**src/rtl/led_trail_pkg.sv**
```systemverilog
// led_trail_pkg: shared constants and helpers for the LED comet-tail PWM block.
//
// Contents:
//   NUM_LEDS      - number of LED channels driven by led_trail_pwm
//   full_scale()  - all-ones brightness level for a given PWM width
//   sat_sub()     - subtract that clamps at zero instead of wrapping
//   gamma_curve() - square-law brightness mapping, (lvl*lvl) >> bits
//
// All helpers work on 32-bit values. Callers truncate the result to their own
// width, which limits PWM widths to 16 bits so the square fits in 32 bits.
package led_trail_pkg;

    localparam int NUM_LEDS = 8;

    function automatic logic [31:0] full_scale(input int bits);
        return (32'd1 << bits) - 32'd1;
    endfunction

    function automatic logic [31:0] sat_sub(input logic [31:0] a, input logic [31:0] b);
        return (a > b) ? (a - b) : 32'd0;
    endfunction

    // The product is formed at twice the level width and the low half is dropped.
    function automatic logic [31:0] gamma_curve(input logic [31:0] lvl, input int bits);
        return (lvl * lvl) >> bits;
    endfunction

endpackage

```
**src/rtl/trail_channel.sv**
```systemverilog
// trail_channel: one LED of the comet tail.
//
// Holds the brightness level of a single LED. A load sets the level to full
// scale, and a decay tick steps it down toward zero. The level is compared
// against the shared PWM counter to give a registered LED drive bit.
//
// Optional feature: define LED_TRAIL_GAMMA_EN to pass the level through a
// square-law curve before the compare. Without it, duty equals the level.
//
// Ports:
//   clk      in  1         system clock
//   reset    in  1         synchronous active-low reset
//   load     in  1         LED lit by the game this cycle; wins over tick
//   tick     in  1         decay tick from the shared prescaler
//   pwm_cnt  in  PWM_BITS  shared free-running PWM counter
//   led      out 1         registered, PWM-dimmed LED drive
module trail_channel
    import led_trail_pkg::*;
#(
    parameter int PWM_BITS   = 8,
    parameter int DECAY_STEP = 32
) (
    input  logic                clk,
    input  logic                reset,
    input  logic                load,
    input  logic                tick,
    input  logic [PWM_BITS-1:0] pwm_cnt,
    output logic                led
);

    logic [PWM_BITS-1:0] lvl;
    logic [PWM_BITS-1:0] duty;

    always_comb begin
`ifdef LED_TRAIL_GAMMA_EN
        duty = PWM_BITS'(gamma_curve(32'(lvl), PWM_BITS));
`else
        duty = lvl;
`endif
    end

    always_ff @(posedge clk) begin
        if (!reset) begin
            lvl <= '0;
            led <= 1'b0;
        end else begin
            if (load) begin
                lvl <= PWM_BITS'(full_scale(PWM_BITS));
            end else if (tick) begin
                lvl <= PWM_BITS'(sat_sub(32'(lvl), 32'(DECAY_STEP)));
            end
            // A strict compare keeps duty 0 dark and full scale lit 2^N-1 of 2^N cycles.
            led <= load | (duty > pwm_cnt);
        end
    end

endmodule

```
**src/rtl/led_trail_pwm.sv**
```systemverilog
// led_trail_pwm: fading "comet tail" driver for the scanning-lights game.
//
// Takes the game's LED vector and drives the board LEDs. An LED lit by the game
// is shown at full brightness. After the scanner moves on, that LED fades out
// in DECAY_STEP steps, with one step every DECAY_DIV enabled cycles. The fade
// is rendered by a shared free-running PWM counter.
//
// Optional feature: LED_TRAIL_GAMMA_EN selects a square-law brightness curve
// in each channel. Latency and reset behaviour do not change with this build.
//
// Ports:
//   clk       in  1         system clock
//   reset     in  1         synchronous active-low reset
//   enable    in  1         game enable; gates only the decay prescaler
//   leds_in   in  NUM_LEDS  LED vector from the game
//   leds_out  out NUM_LEDS  registered PWM-dimmed LED drive
module led_trail_pwm
    import led_trail_pkg::*;
#(
    parameter int PWM_BITS   = 8,
    parameter int DECAY_DIV  = 50000,
    parameter int DECAY_STEP = 32
) (
    input  logic                clk,
    input  logic                reset,
    input  logic                enable,
    input  logic [NUM_LEDS-1:0] leds_in,
    output logic [NUM_LEDS-1:0] leds_out
);

    localparam int DIV_W = (DECAY_DIV > 1) ? $clog2(DECAY_DIV) : 1;

    logic [PWM_BITS-1:0] pwm_cnt;
    logic [DIV_W-1:0]    div_cnt;
    logic                tick;

    // The PWM counter keeps running while enable is low, so frozen levels stay visible.
    always_ff @(posedge clk) begin
        if (!reset) begin
            pwm_cnt <= '0;
        end else begin
            pwm_cnt <= pwm_cnt + 1'b1;
        end
    end

    assign tick = enable && (div_cnt == DIV_W'(DECAY_DIV - 1));

    always_ff @(posedge clk) begin
        if (!reset) begin
            div_cnt <= '0;
        end else if (enable) begin
            div_cnt <= tick ? '0 : div_cnt + 1'b1;
        end
    end

    for (genvar i = 0; i < NUM_LEDS; i++) begin : g_ch
        trail_channel #(
            .PWM_BITS  (PWM_BITS),
            .DECAY_STEP(DECAY_STEP)
        ) u_ch (
            .clk    (clk),
            .reset  (reset),
            .load   (leds_in[i]),
            .tick   (tick),
            .pwm_cnt(pwm_cnt),
            .led    (leds_out[i])
        );
    end

endmodule

```
**config.mk**
```make
export PLATFORM = sky130hd
export DESIGN_NAME = led_trail_pwm
export DESIGN_NICKNAME = d
export VERILOG_FILES = /design/src/rtl/led_trail_pkg.sv /design/src/rtl/trail_channel.sv /design/src/rtl/led_trail_pwm.sv
export SDC_FILE = /design/constraint.sdc
export NUM_CORES = 1
export LEC_CHECK = 0
export ABC_AREA = 1
export BUFFER_PORTS_ARGS = -buffer_cell sky130_fd_sc_hd__buf_2
export CAP_MARGIN = 20
export CORE_MARGIN = 2
export CORE_UTILIZATION = 40
export DETAILED_ROUTE_END_ITERATION = 8
export PLACE_DENSITY = 0.66
export REMOVE_ABC_BUFFERS = 1
export SYNTH_ARGS = -nofsm -noshare
export SYNTH_HDL_FRONTEND = slang
export SYNTH_SLANG_ARGS = --single-unit
```
**constraint.sdc**
```tcl
create_clock -name clk -period 1.4 [get_ports clk]
set_input_delay 0.21 -clock clk [delete_from_list [all_inputs] [get_ports clk]]
set_output_delay 0.21 -clock clk [all_outputs]
set_load 0.05 [all_outputs]
```
==> impl.org <==
** STA
- Setup violations remaining at the end of the flow were counted as 52.
- Number of failing hold endpoints at the final stage :: 0
- Hold timing on the final database bottoms out at a slack of 0.204 ns.
- Static timing analysis puts the maximum clock frequency at 646 MHz.
- Measured against its own limit, the worst slew margin works out to 0.716.
- Period utilisation layout :: 1.11
- Measured slew at the worst slew-check pin :: 0.426 ns
- Worst setup margin :: -0.148 ns
- Clock skew :: 0.00448 ns
- The max-slew violation count is 0.
- The worst path in the final design needs a cycle of 1.55 ns, including I/O delays and setup.
- Setup repair after global routing could not meet its margin everywhere.

** Final layout
- Final net count :: 882
- In the final layout, the share of cells above drive strength 1 is 0.293.
- Footprint of the multi-input gates :: 0.00366 mm²
- Counting the fill cells in the layout gives 1033.
- Commonest cells after routing, fill and taps aside :: nand2_1 (170), inv_1 (110), nor2_1 (81), dfxtp_1 (58), ha_1 (56)
- Final core utilization :: 0.571
- Number of diodes added for antenna fixing :: 0
- In the final layout, flip-flops and latches occupy 0.00129 mm².
- Leading cell type in the layout, fill and taps excluded :: nand2_1
- Synth-to-Final Area Change :: 37.7%

** Worst setup path
- The most critical setup path has its endpoint at g_ch[4].u_ch.duty[5].
- Type of destination of the critical path :: flip-flop
- In this run the worst path has a maximum fanout of 8.
- The critical path starts at div_cnt[0].
- Sequence of cells on the critical path :: ha_4 -> nand2_2 -> inv_2 -> nand2_2 -> nor2_4 -> buf_6 -> buf_12 -> nand3_2 -> nand3_2 -> nand2_1 -> inv_1
- Kind of launch point of the worst setup path :: flip-flop
- Worst reg2reg path endpoint :: g_ch[4].u_ch.duty[5]
- The worst register-to-register path begins at div_cnt[0].
- Counting cells, the worst reg-to-reg path comes to 11.
- Across all register-to-register paths, the minimum setup slack is -0.15 ns.
- Data arrival, critical path :: 1.83 ns
- The slowest stage of the critical path belongs to the cell dfxtp_2.
- Start-to-end type of the worst setup path :: flip-flop to flip-flop
- The largest single stage delay on the critical path is 0.35 ns.
- At the worst endpoint, the required time is 1.68 ns.

** Placed design
- At the placement stage, the worst setup path has a slack of -0.134 ns.
- Routability Congestion :: 0.773
- HPWL Detailed :: 7470 µm
- The count of buffers added on input and output ports is 18.

** Min path
- Hold Crit Class :: input port to flip-flop
- The worst hold path begins at leds_in[5].

** Clock network
- Clk sink count :: 64
- Clock tree synthesis inserted a total of 9 buffers.
- Clock network latency to the later pin of the worst-skew pair :: 0.33 ns
- Number of hold buffers added after cts :: 0
- Maximum level of the CTS H-tree :: 3
- Counting along the longest clock path gives a buffer depth of 2.
- TritonCTS built the clock tree.
- Buffer cell driving the clock tree root :: clkbuf_16
- Clock slew seen by the registers of the worst setup and hold paths :: 0.06 ns

** Detailed routing
- For this run, design rule violations remaining after detail routing come to 0.
- After detailed routing, the number of vias per cell comes to 4.92.
- Final ANT Viol Nets :: 0
- In this run, the number of DRC markers left after iteration 0 of detailed routing was 193.
- Number of iterations in the first detailed-routing pass :: 4
- Final WL :: 12600 µm
- Overall via count from detail_route :: 4654
- Wire length per cell :: 13.3 µm

** Die
- For this configuration, the core starts out at a cell density of 0.415.
- The floorplan has 39 rows.
- Total Die Area :: 0.0128 mm²
- The die is 113 µm wide.
- Chip Height :: 113 µm
- In this run the standard cell core region covers 0.0115 mm².
- I/O Pins :: 19

** Logic synthesis
- In the synthesized netlist the async set-or-reset flop fraction comes to 0.
- Commonest register cell after synthesis :: dfxtp_1
- In the post-synthesis netlist, the biggest area contributors are dfxtp_1 (27%), ha_1 (19%), nand2_1 (16%).
- The synthesized netlist occupies a cell area of 0.00478 mm².
- Each instance of the synthesized netlist takes up on average 6.49 µm².
- Number of warnings printed during yosys synthesis :: 0
- Synthesis inferred 64 register bits.
- In this run, distinct cell masters in the synthesized netlist total 25.
- Share of the yosys chip area belonging to registers :: 0.268
- Synthesis handed over a netlist of 736 instances.
- In this run, synthesis inferred 0 flip-flops with an integrated enable.
- Share of the synthesized area in the top cell type :: 0.268
- Summed over all instances, the cell type with the most area after synthesis is dfxtp_1.

** Run
- Across the run, the number of max-cap violations was 0.

** Global route
- Vias in the first global route :: 4332
- Number of antenna violations at the first check in global routing :: 0
- Maximum number of pins on one net before global-route repair :: 32
- Congestion Overflow GR :: 0
- Overall track demand over capacity in global routing :: 0.189
- The first global-routing pass estimated 19600 µm of wire.

** Outcome
- Failing checks :: setup timing
- The run finished, with violations left.

** Pwr
- For this design the static power due to leakage is 3.19 nW.
- Largest voltage drop on the vdd net :: 0.733 mV
- In this run the power density over the cells is 837 mW/mm².
## critical path, delay by kind of cell, from the launching register on
family	cells	cell delay, ns
fa+ha+maj	1	0.14
flops	1	0.35
simple gates	6	0.58
buf+inv	4	0.42
## how the worst min path moves through the flow
stage                           endpoint  cells after the start  slack (ns)
floorplan                     pwm_cnt[1]                      2        0.30
global placement             div_cnt[15]                      2        0.50
detailed placement            pwm_cnt[6]                      2        0.52
CTS                 g_ch[5].u_ch.duty[7]                      5        0.19
global route        g_ch[5].u_ch.duty[7]                      5        0.24
finish              g_ch[5].u_ch.duty[7]                      5        0.20
## metrics by stage
step           std cells  cell area [µm²]  TNS, ns  power [mW]
6_report             945             6580    -4.90        5.51
5_1_grt              945             6580    -9.82        5.84
4_1_cts              939             6030   -0.771        5.42
3_5_place_dp         910             5220    -2.57        3.09
3_3_place_gp         910             5220    -2.32        3.07
2_1_floorplan        713             4630   -14.48        2.82
## layout make-up
cell class	instances	area share
multi-input combinational	526	0.556
sequential	64	0.197
timing repair buffer	71	0.100
inverter	123	0.0742
clock buffer	9	0.0342
tap	143	0.0272
clock inverter	7	0.00951
timing repair inverter	2	0.00228
## metal layers
metal | share of wire | GRT usage
met5 | 0 | 0
met4 | 0.025 | 0.0715
met3 | 0.038 | 0.0380
met2 | 0.50 | 0.327
met1 | 0.44 | 0.232
## cells by family after synthesis
group,count (synthesis),share of synthesized area
simple gates,387,0.334
buf+inv,146,0.128
fa+ha+maj,74,0.194
flops,64,0.268
compound gates,61,0.0686
xor+xnor,4,0.00734
## flip-flops by register name, indices dropped and copies added, names as in the netlist
signal          count
g_ch.u_ch.led       8
g_ch.u_ch.duty     32
pwm_cnt             8
div_cnt            16
## power breakdown
part	internal (mW)	leakage, nW	switching [mW]	total (mW)
Combinational	0.534	2.52	0.713	1.25
Sequential	1.92	0.533	0.153	2.07
Clock	1.36	0.145	0.828	2.19
## synth_stat cells, drive strengths merged (3+ instances only)
library cell  instances
inv                 122
nand2               211
xor2                  3
a21o                  8
nor2                 93
o21ai                 8
ha                   74
a21oi                44
nand3                66
nand4                10
clkbuf                6
buf                  17
dfxtp                64
nor3                  6
## timing repair
action / CTS / global route
setup endpoints to repair: 47 / 53
setup buffers: 10 / 3
gates resized for setup: 86 / 101
endpoints found under the hold margin: 0 / 0
cloned: 3 / 4
pin swaps: 17 / 24
No activity file was read; power rests on OpenSTA's default activity.
